**config.mk**
```make
export PLATFORM = sky130hd
export DESIGN_NAME = mult_sched_flat
export DESIGN_NICKNAME = d
export VERILOG_FILES = /design/src/rtl/mult_sched_if.sv /design/src/rtl/mult_sched.sv /design/src/flat_wrapper.sv
export SDC_FILE = /design/constraint.sdc
export NUM_CORES = 1
export LEC_CHECK = 0
export ABC_CLOCK_PERIOD_IN_PS = 2100
export CORE_MARGIN = 5
export CORE_UTILIZATION = 38
export DETAILED_ROUTE_END_ITERATION = 6
export PLACE_DENSITY = 0.77
export SYNTH_ARGS = -nofsm -noshare
export SYNTH_HDL_FRONTEND = slang
export SYNTH_SLANG_ARGS = --single-unit
```
**constraint.sdc**
```tcl
create_clock -name clk -period 2.1 [get_ports clk]
set_input_delay 0.315 -clock clk [delete_from_list [all_inputs] [get_ports clk]]
set_output_delay 0.315 -clock clk [all_outputs]
set_load 0.01 [all_outputs]
```
**src/rtl/mult_sched_if.sv**
```systemverilog
// ---------------------------------------------------------------------------
// mult_sched_if
//   Bundle of every non-clock signal of mult_sched. It covers the two issue
//   ports (request, operands, grant, done), the shared result registers and
//   the control/data path to the iterative multiplier.
//
//   slave  : view used by mult_sched (the sequencer/arbiter itself)
//   master : view used by its surroundings (issue logic + multiplier)
//
//   Signals
//     req0/req1          level request per port, held until that port's done
//     a0,b0 / a1,b1      32-bit operands per port, sampled at grant
//     gnt0/gnt1          registered grant, grant edge .. capture edge
//     done0/done1        one-cycle completion pulse, result valid in hi/lo
//     busy               sequencer not idle
//     hi/lo              product[63:32] / product[31:0] of last completed op
//     mul_dataA/B        latched operands presented to the multiplier
//     mul_signal         multiplier op-code (MULTU while iterating, else OUT)
//     mul_reset          multiplier product clear
//     mul_product        64-bit multiplier product
// ---------------------------------------------------------------------------
interface mult_sched_if;
    logic        req0;
    logic        req1;
    logic [31:0] a0;
    logic [31:0] b0;
    logic [31:0] a1;
    logic [31:0] b1;
    logic        gnt0;
    logic        gnt1;
    logic        done0;
    logic        done1;
    logic        busy;
    logic [31:0] hi;
    logic [31:0] lo;
    logic [31:0] mul_dataA;
    logic [31:0] mul_dataB;
    logic [5:0]  mul_signal;
    logic        mul_reset;
    logic [63:0] mul_product;

    modport slave (
        input  req0, req1, a0, b0, a1, b1, mul_product,
        output gnt0, gnt1, done0, done1, busy, hi, lo,
               mul_dataA, mul_dataB, mul_signal, mul_reset
    );

    modport master (
        output req0, req1, a0, b0, a1, b1, mul_product,
        input  gnt0, gnt1, done0, done1, busy, hi, lo,
               mul_dataA, mul_dataB, mul_signal, mul_reset
    );
endinterface

```
**src/rtl/mult_sched.sv**
```systemverilog
// ---------------------------------------------------------------------------
// mult_sched
//   Sequencer and round-robin arbiter sharing one iterative 32x32 unsigned
//   shift-add multiplier between two requesters. The winner's operands are
//   latched, the multiplier is cleared for one cycle and then run for 32
//   MULTU cycles, after which the 64-bit product is captured into hi/lo and
//   a one-cycle done pulse is returned to the granted port.
//
//   Ports
//     clk    rising-edge clock
//     reset  synchronous, active-high
//     bus    mult_sched_if.slave (issue ports, results, multiplier path)
//
//   Optional feature
//     MULT_SCHED_ZERO_BYPASS_EN : when defined, a grant whose selected a or b
//     is zero skips the multiplier entirely and completes with a zero
//     product one edge after the grant.
// ---------------------------------------------------------------------------
module mult_sched (
    input  logic        clk,
    input  logic        reset,
    mult_sched_if.slave bus
);

    localparam logic [1:0] S_IDLE  = 2'd0;
    localparam logic [1:0] S_CLEAR = 2'd1;
    localparam logic [1:0] S_RUN   = 2'd2;
    localparam logic [1:0] S_CAPT  = 2'd3;

    localparam logic [5:0] SIG_MULTU = 6'b011001;
    localparam logic [5:0] SIG_OUT   = 6'b111111;

    localparam logic [5:0] LAST_ITER = 6'd31;

    logic [1:0]  state_q,  state_d;
    logic [5:0]  cnt_q,    cnt_d;
    logic        lg_q,     lg_d;
    logic        gnt0_q,   gnt0_d;
    logic        gnt1_q,   gnt1_d;
    logic        done0_q,  done0_d;
    logic        done1_q,  done1_d;
    logic [31:0] hi_q,     hi_d;
    logic [31:0] lo_q,     lo_d;
    logic [31:0] data_a_q, data_a_d;
    logic [31:0] data_b_q, data_b_d;
    logic        zero_q,   zero_d;

    logic        any_req;
    logic        pick1;
    logic [31:0] sel_a;
    logic [31:0] sel_b;
    logic        sel_zero;

    // Round-robin: a lone requester always wins; on a tie the port that
    // did not win last time (lg_q) goes next.
    always_comb begin
        any_req = bus.req0 | bus.req1;
        pick1   = bus.req1 & (~bus.req0 | ~lg_q);
        sel_a   = pick1 ? bus.a1 : bus.a0;
        sel_b   = pick1 ? bus.b1 : bus.b0;
    end

`ifdef MULT_SCHED_ZERO_BYPASS_EN
    assign sel_zero = (sel_a == '0) || (sel_b == '0);
`else
    assign sel_zero = 1'b0;
`endif

    always_comb begin
        state_d  = state_q;
        cnt_d    = cnt_q;
        lg_d     = lg_q;
        gnt0_d   = gnt0_q;
        gnt1_d   = gnt1_q;
        done0_d  = 1'b0;
        done1_d  = 1'b0;
        hi_d     = hi_q;
        lo_d     = lo_q;
        data_a_d = data_a_q;
        data_b_d = data_b_q;
        zero_d   = zero_q;

        case (state_q)
            S_IDLE: begin
                if (any_req) begin
                    gnt0_d   = ~pick1;
                    gnt1_d   = pick1;
                    lg_d     = pick1;
                    data_a_d = sel_a;
                    data_b_d = sel_b;
                    zero_d   = sel_zero;
                    // A bypassed operation never touches the multiplier.
                    state_d  = sel_zero ? S_CAPT : S_CLEAR;
                end
            end

            S_CLEAR: begin
                cnt_d   = '0;
                state_d = S_RUN;
            end

            S_RUN: begin
                cnt_d = cnt_q + 6'd1;
                if (cnt_q == LAST_ITER) begin
                    state_d = S_CAPT;
                end
            end

            S_CAPT: begin
                if (zero_q) begin
                    hi_d = '0;
                    lo_d = '0;
                end else begin
                    hi_d = bus.mul_product[63:32];
                    lo_d = bus.mul_product[31:0];
                end
                done0_d = gnt0_q;
                done1_d = gnt1_q;
                gnt0_d  = 1'b0;
                gnt1_d  = 1'b0;
                state_d = S_IDLE;
            end

            default: begin
                state_d = S_IDLE;
            end
        endcase
    end

    always_ff @(posedge clk) begin
        if (reset) begin
            state_q  <= S_IDLE;
            cnt_q    <= '0;
            lg_q     <= 1'b1;
            gnt0_q   <= 1'b0;
            gnt1_q   <= 1'b0;
            done0_q  <= 1'b0;
            done1_q  <= 1'b0;
            hi_q     <= '0;
            lo_q     <= '0;
            data_a_q <= '0;
            data_b_q <= '0;
            zero_q   <= 1'b0;
        end else begin
            state_q  <= state_d;
            cnt_q    <= cnt_d;
            lg_q     <= lg_d;
            gnt0_q   <= gnt0_d;
            gnt1_q   <= gnt1_d;
            done0_q  <= done0_d;
            done1_q  <= done1_d;
            hi_q     <= hi_d;
            lo_q     <= lo_d;
            data_a_q <= data_a_d;
            data_b_q <= data_b_d;
            zero_q   <= zero_d;
        end
    end

    assign bus.gnt0       = gnt0_q;
    assign bus.gnt1       = gnt1_q;
    assign bus.done0      = done0_q;
    assign bus.done1      = done1_q;
    assign bus.busy       = (state_q != S_IDLE);
    assign bus.hi         = hi_q;
    assign bus.lo         = lo_q;
    assign bus.mul_dataA  = data_a_q;
    assign bus.mul_dataB  = data_b_q;
    assign bus.mul_signal = (state_q == S_RUN) ? SIG_MULTU : SIG_OUT;
    // Reset reaches the multiplier combinationally so its product is
    // cleared for as long as reset is held.
    assign bus.mul_reset  = reset | (state_q == S_CLEAR);

endmodule

```
**src/flat_wrapper.sv**
```systemverilog
// flat-port wrapper written by rule: the top's interface ports become plain ports
module mult_sched_flat 
  (clk, reset, bus_req0, bus_req1, bus_a0, bus_b0, bus_a1, bus_b1, bus_mul_product, bus_gnt0, bus_gnt1, bus_done0, bus_done1, bus_busy, bus_hi, bus_lo, bus_mul_dataA, bus_mul_dataB, bus_mul_signal, bus_mul_reset);
  mult_sched_if bus_i ();
  input  logic clk;
  input  logic reset;
  input wire logic [$bits(bus_i.req0)-1:0] bus_req0;
  input wire logic [$bits(bus_i.req1)-1:0] bus_req1;
  input wire logic [$bits(bus_i.a0)-1:0] bus_a0;
  input wire logic [$bits(bus_i.b0)-1:0] bus_b0;
  input wire logic [$bits(bus_i.a1)-1:0] bus_a1;
  input wire logic [$bits(bus_i.b1)-1:0] bus_b1;
  input wire logic [$bits(bus_i.mul_product)-1:0] bus_mul_product;
  output wire logic [$bits(bus_i.gnt0)-1:0] bus_gnt0;
  output wire logic [$bits(bus_i.gnt1)-1:0] bus_gnt1;
  output wire logic [$bits(bus_i.done0)-1:0] bus_done0;
  output wire logic [$bits(bus_i.done1)-1:0] bus_done1;
  output wire logic [$bits(bus_i.busy)-1:0] bus_busy;
  output wire logic [$bits(bus_i.hi)-1:0] bus_hi;
  output wire logic [$bits(bus_i.lo)-1:0] bus_lo;
  output wire logic [$bits(bus_i.mul_dataA)-1:0] bus_mul_dataA;
  output wire logic [$bits(bus_i.mul_dataB)-1:0] bus_mul_dataB;
  output wire logic [$bits(bus_i.mul_signal)-1:0] bus_mul_signal;
  output wire logic [$bits(bus_i.mul_reset)-1:0] bus_mul_reset;
  assign bus_i.req0 = bus_req0;
  assign bus_i.req1 = bus_req1;
  assign bus_i.a0 = bus_a0;
  assign bus_i.b0 = bus_b0;
  assign bus_i.a1 = bus_a1;
  assign bus_i.b1 = bus_b1;
  assign bus_i.mul_product = bus_mul_product;
  assign bus_gnt0 = bus_i.gnt0;
  assign bus_gnt1 = bus_i.gnt1;
  assign bus_done0 = bus_i.done0;
  assign bus_done1 = bus_i.done1;
  assign bus_busy = bus_i.busy;
  assign bus_hi = bus_i.hi;
  assign bus_lo = bus_i.lo;
  assign bus_mul_dataA = bus_i.mul_dataA;
  assign bus_mul_dataB = bus_i.mul_dataB;
  assign bus_mul_signal = bus_i.mul_signal;
  assign bus_mul_reset = bus_i.mul_reset;
  mult_sched u_core (.clk(clk), .reset(reset), .bus(bus_i));
endmodule
```
# Word level (Yosys, flattened, before mapping)

Index checks and enable logic that the tools add are counted.

Flip-flop bits (word level): 141
Input bits: 196
Logic and storage cells: 45
Output and inout port bits: 140

Reductions and logical operators: 8
Equality and inequality tests: 6
Add/subtract/negate cells: 1
Muxes and demuxes: 11
Bitwise gates (word level): 8

Operators by type and width:

| operator              | number |
|---|---|
| $mux W32              | 2 |
| $pmux W6 S2           | 1 |
| $pmux W2 S4           | 1 |
| $add A6 B1 Y6 const B | 1 |
| $eq A6 B5 Y1 const B  | 1 |
| $mux W6               | 1 |
| $reduce_and A2 Y1     | 3 |
| $reduce_bool A2 Y1    | 3 |
| $eq A2 B2 Y1 const B  | 2 |
| $mux W2               | 2 |
| $ne A2 B1 Y1 const B  | 2 |
| $not A1 Y1            | 4 |
| $pmux W1 S2           | 2 |
| $or A1 B1 Y1          | 3 |
| $eq A2 B1 Y1 const B  | 1 |
| $logic_not A2 Y1      | 1 |
| $mux W1               | 2 |
| $reduce_or A2 Y1      | 1 |
| $and A1 B1 Y1         | 1 |

# Longest topological paths before layout

Depth after elaboration: 6
Gate-level depth with buffers: 7
Gate-level depth less buffers: 5

# Worst setup path after synthesis

No wires, ideal clock.

Path type: register to register
Start point: register u_core.state_q[1]
End point: register u_core.cnt_q[5]
Data arrival time: 1.495 ns
Cell stages (with the launch flop): 7
Clock period less this slack: 1.564 ns
Path slack: 0.536 ns
Required time: 2.030 ns
Path buffers: 1
Setup time: 0.070 ns
Cells stage by stage: dfxtp_1 -> inv_1 -> ha_1 -> clkbuf_1 -> nand3_1 -> or3_1 -> a21oi_1

Longest elaborated chain between the ends: 2
Elaborated cells on any way between the ends: 4
Classes of those cells: eq/ne (2); mux (1); reduce/logical (1)

Ends and longest elaborated chain:

| item                                                     | line              | RTL |
|---|---|---|
| start, declared                                          | mult_sched.sv:35  | `logic [1:0] state_q, state_d;` |
| start signal, assigned                                   | mult_sched.sv:145 | `state_q <= state_d;` |
| $eq A2 B2 Y1 / $eq A2 B1 Y1 (equally long branches)      | mult_sched.sv:83  | `case (state_q)` |
| $pmux W6 S2 / $reduce_bool A2 Y1 (equally long branches) | --                |  |
| end signal, assigned                                     | mult_sched.sv:146 | `cnt_q <= cnt_d;` |
| end, declared                                            | mult_sched.sv:36  | `logic [5:0] cnt_q, cnt_d;` |

Several ways; a longest one is shown, not always the timed one.
A chain may end at the register's enable or synchronous reset.

# Worst setup path after layout

Start point: register u_core.state_q[1]
End point: output bus_mul_reset

Longest elaborated chain between the ends: 2

Ends and longest elaborated chain:

| item          | line               | RTL |
|---|---|---|
| $eq A2 B1 Y1  | mult_sched.sv:172  | `assign bus.mul_reset = reset \| (state_q == S_CLEAR);` |
| $or A1 B1 Y1  | mult_sched.sv:172  |  |
| end, declared | flat_wrapper.sv:24 | `output wire logic [$bits(bus_i.mul_reset)-1:0] bus_mul_reset;` |

No other way between the ends.

==> results.md <==
- The clock net sink count is 141.
- The die is around 130 µm wide.
- Setup repair after global routing left no endpoint under its margin.
- Counting flops with an async set or reset pin after synthesis yields a share of 0%.
- The clock latency on the worst-skew pair is 0.41 ns.
- For this configuration, the core starts out at a cell density of 38.3%.
- The placed instances occupy a cell area of 9320 µm².
- The required arrival time at the worst endpoint is 1.78 ns.
- For the worst flop-to-flop path, the logic depth is 6.
- The category of the worst setup path launch point is a register.
- In this run the post-CTS setup repair buffer count came out at 0.
- The final sum of negative setup slack is 0 ns.
- Buffers placed on the I/O ports in this run total between 300 and 400.
- The area of the core region is 15,100 µm².
- Sorting the synthesized cells by how often they occur yields sky130_fd_sc_hd__dfxtp_1 (141), sky130_fd_sc_hd__nor2_1 (132), sky130_fd_sc_hd__mux2i_1 (129).
- The synthesized netlist occupies a cell area of 5780 µm².
- The number of synthesis warnings is 0.
- The number of design-rule violations left by the first detailed-router iteration is about 150.
- The flow ran to the end, and the final reports show no timing, DRC or antenna violations.
- STA classifies the critical path endpoint as a primary output.
- The number of cells traversed by the worst hold path is 3.
- The final count of hold timing violations is 0.
- The via count of the first global-routing pass is 5,221.
- The routed length per instance is 16.3 µm.
- The setup slack after layout is 0.188 ns.
- The final setup violation count is 0.
- The share of synthesized area occupied by flip-flops and latches is 48.8%.
- The area share of the largest cell type after synthesis is 48.8%.
- The most used flip-flop cell after synthesis is sky130_fd_sc_hd__dfxtp_1.
- The pin count of the biggest net entering global routing is 140.
- The remaining routing DRC violations is 0.
- The reg-to-reg critical path startpoint is u_core.state_q[0].
- The HPWL after detailed placement is 13,600 µm.
- The critical path contains buffers and inverters numbering 2 combined.
- In this run the mean area of a mapped cell was 10.2 µm².
- For this design the static power due to leakage is roughly 0.0037 µW.
- Of the cells placed in the final design, the portion with a size suffix greater than 1 is 7.05%.
- Timing analysis after detailed placement gives a worst setup slack of 0.125 ns.
- The cell area power density is 1050 nW/µm².
- TritonCTS built the clock tree.
- The worst path arrival time is approximately 1.6 ns.
- The synthesized netlist contains 33 unique library cells.
- The I/O pin count is roughly 340.
- The clock transition at the registers of the reported paths is 0.06 ns.
- The first TritonRoute pass finished after 4 iterations.
- The maximum number of buffers from clock root to sink is 2.
- The tool flagged a number of max-cap violations equal to 0.
- The flip-flop and latch count after synthesis is between 100 and 150.
- The die covers about 18,000 µm².
- Clock skew on the completed layout was measured at around 0.0076 ns.
- The maximum cell stage delay along the critical path is about 0.37 ns.
- The post-route fraction of the period consumed by the critical path is 91.1%.
- The count of final max-slew check failures is 0.
- Across the VDD grid, the largest voltage drop is approximately 0.00055 V.
- The worst slew slack as a fraction of its limit is 56.0%.
- The slowest cell on the critical path is sky130_fd_sc_hd__dfxtp_2.
- The worst register-to-register path ends at u_core.bus.mul_dataA[22].
- In this run the worst setup path begins at u_core.state_q[1].
- After the last flow step, the layout net total stands at approximately 1,100.
- The number of nets with antenna violations after routing is 0.
- The transition time of the tightest slew-check pin is between 0.6 and 0.7 ns.
- Traced cell by cell, the critical path runs through inv_1 > ha_1 > or2_2 > dlygate4sd2_1.
- The cell area after layout is 9930 µm².
- The initial antenna violation count is 0.
- Timing would allow up to ~520 MHz.
- Along the worst path, the maximum fanout reaches 4.
- The H-tree level count is 4.
- The height of the die is 133 µm.
- The total global-route track usage is 19.0%.
- The setup slack of the worst register-to-register path is ~0.43 ns.
- The first global-routing pass estimated approximately 27,000 µm of wire.
- The type of the worst min-delay path is in2reg.
- The number of antenna diodes in the final layout is 0.
- The family with the most delay on the worst path is buffers and inverters.
- The count of vias placed by the detailed router is between 5,000 and 6,000.
- In the routed layout, each cell is associated on average with a via count of 4.76.
- Summed over all instances, the cell type with the most area after synthesis is sky130_fd_sc_hd__dfxtp_1.
- The synthesis-to-finish area growth is 71.7%.
- The cell at the root of the clock tree is sky130_fd_sc_hd__clkbuf_16.
- In the post-synthesis netlist, the biggest area contributors are sky130_fd_sc_hd__dfxtp_1 (49%), sky130_fd_sc_hd__mux2i_1 (22%), sky130_fd_sc_hd__nor2_1 (8.6%).
- The routability-driven placement congestion ratio is between 0.8 and 0.9.
- Wires add up to between 15,000 and 20,000 µm.
- In this run the most critical hold path is launched from reset.
- The path type of the worst setup path is reg2out.
- Synthesis produced a netlist whose cell count is 569.
- Global routing finished with a remaining overflow of 0.
- Yosys instantiated no cell more often than sky130_fd_sc_hd__dfxtp_1.
- The shortest period the worst path allows is 1.91 ns.
- Power comes to 10,400 µW.
- The hold-critical path endpoint is u_core.bus.lo[15].
- The core occupancy in the finished layout is about two thirds.
- The row count is 45.
- Yosys mapped a number of flops with a built-in enable equal to 0.
- The TritonCTS buffer count is 17.
==> layer usage <==
| layer | global-route usage (%) | wire (µm) |
|---|---|---|
| met1 | 20.0 | 6870 |
| met2 | 34.7 | 9140 |
| met3 | 7.25 | 1630 |
| met4 | 6.40 | 246 |
| met5 | 0 | 0 |
==> worst max-delay path by stage <==
stage	cells after the start	end	slack [ns]
after floorplan	6	u_core.cnt_q[5]	0.54
after global placement	6	u_core.bus.mul_dataB[26]	0.15
after detailed placement	6	u_core.bus.mul_dataB[27]	0.12
after CTS	4	bus_mul_signal[5]	0.003
after global routing	4	bus_mul_reset	0.11
final	4	bus_mul_reset	0.19
==> tightest hold or removal path, cell delays in order <==
cell and delay, ns:
sky130_fd_sc_hd__buf_4 0.13, sky130_fd_sc_hd__buf_12 0.22, sky130_fd_sc_hd__nor2_1 0.14
==> cells by family (layout without fill, tap and decap cells) <==
group | after synthesis | after routing | synth area share, %
AO/OA/AOI/OAI | 80 | 80 | 10.2
XOR/XNOR | 3 | 3 | 0.455
AND/OR/NAND/NOR | 155 | 155 | 11.0
buffers and inverters | 54 | 391 | 5.82
other | 1 | 3 | 0.0649
multiplexers | 129 | 129 | 22.3
adder cells (fa/ha/maj) | 6 | 6 | 1.30
flip-flops | 141 | 141 | 48.8
==> registers in the layout, indices dropped and copies added, names as in the netlist <==
register              cells
u_core.bus.lo            32
u_core.cnt_q              6
u_core.bus.gnt1           1
u_core.bus.done0          1
u_core.state_q            2
u_core.bus.mul_dataA     32
u_core.lg_q               1
u_core.bus.done1          1
u_core.bus.gnt0           1
u_core.bus.hi            32
u_core.bus.mul_dataB     32
==> layout make-up <==
class	count	area (µm²)
well taps	188	235
clock inverters	13	165
repair buffers	355	3600
inverters	4	15.0
flip-flops and latches	141	2830
multi-input cells	376	2660
clock buffers	19	433
fillers	1293	5160
==> cell usage in the layout (no fill, tap or decap), types with 4 or more instances in the layout <==
master / instances
sky130_fd_sc_hd__dfxtp_1: 139
sky130_fd_sc_hd__a211oi_1: 65
sky130_fd_sc_hd__buf_12: 8
sky130_fd_sc_hd__clkbuf_16: 17
sky130_fd_sc_hd__nand2b_1: 5
sky130_fd_sc_hd__nand3_1: 4
sky130_fd_sc_hd__a21oi_1: 6
sky130_fd_sc_hd__nor2_1: 132
sky130_fd_sc_hd__clkinv_4: 4
sky130_fd_sc_hd__mux2i_1: 129
sky130_fd_sc_hd__buf_4: 16
sky130_fd_sc_hd__clkdlybuf4s50_1: 326
==> power by group <==
part	switching, µW	internal [µW]	total, µW	leakage [µW]
clock network	1170	1880	3050	0.000292
logic	1760	2100	3870	0.00225
registers	287	3220	3500	0.00116
total	3220	7200	10400	0.00370
==> through the flow <==
stage / hold slack (ns) / instances
CTS: 0.496 / 1096
global placement: 0.470 / 1064
global route: 0.507 / 1096
detailed placement: 0.482 / 1064
floorplan: 0.453 / 571
finish: 0.460 / 1096
==> what timing repair did <==
item / in CTS / in global routing
resized for setup: 7 / 3
hold buffers: 0 / 0
gates cloned: 0 / 0
endpoints found under the setup margin: 5 / 3
(Power assumes the default switching activity.)
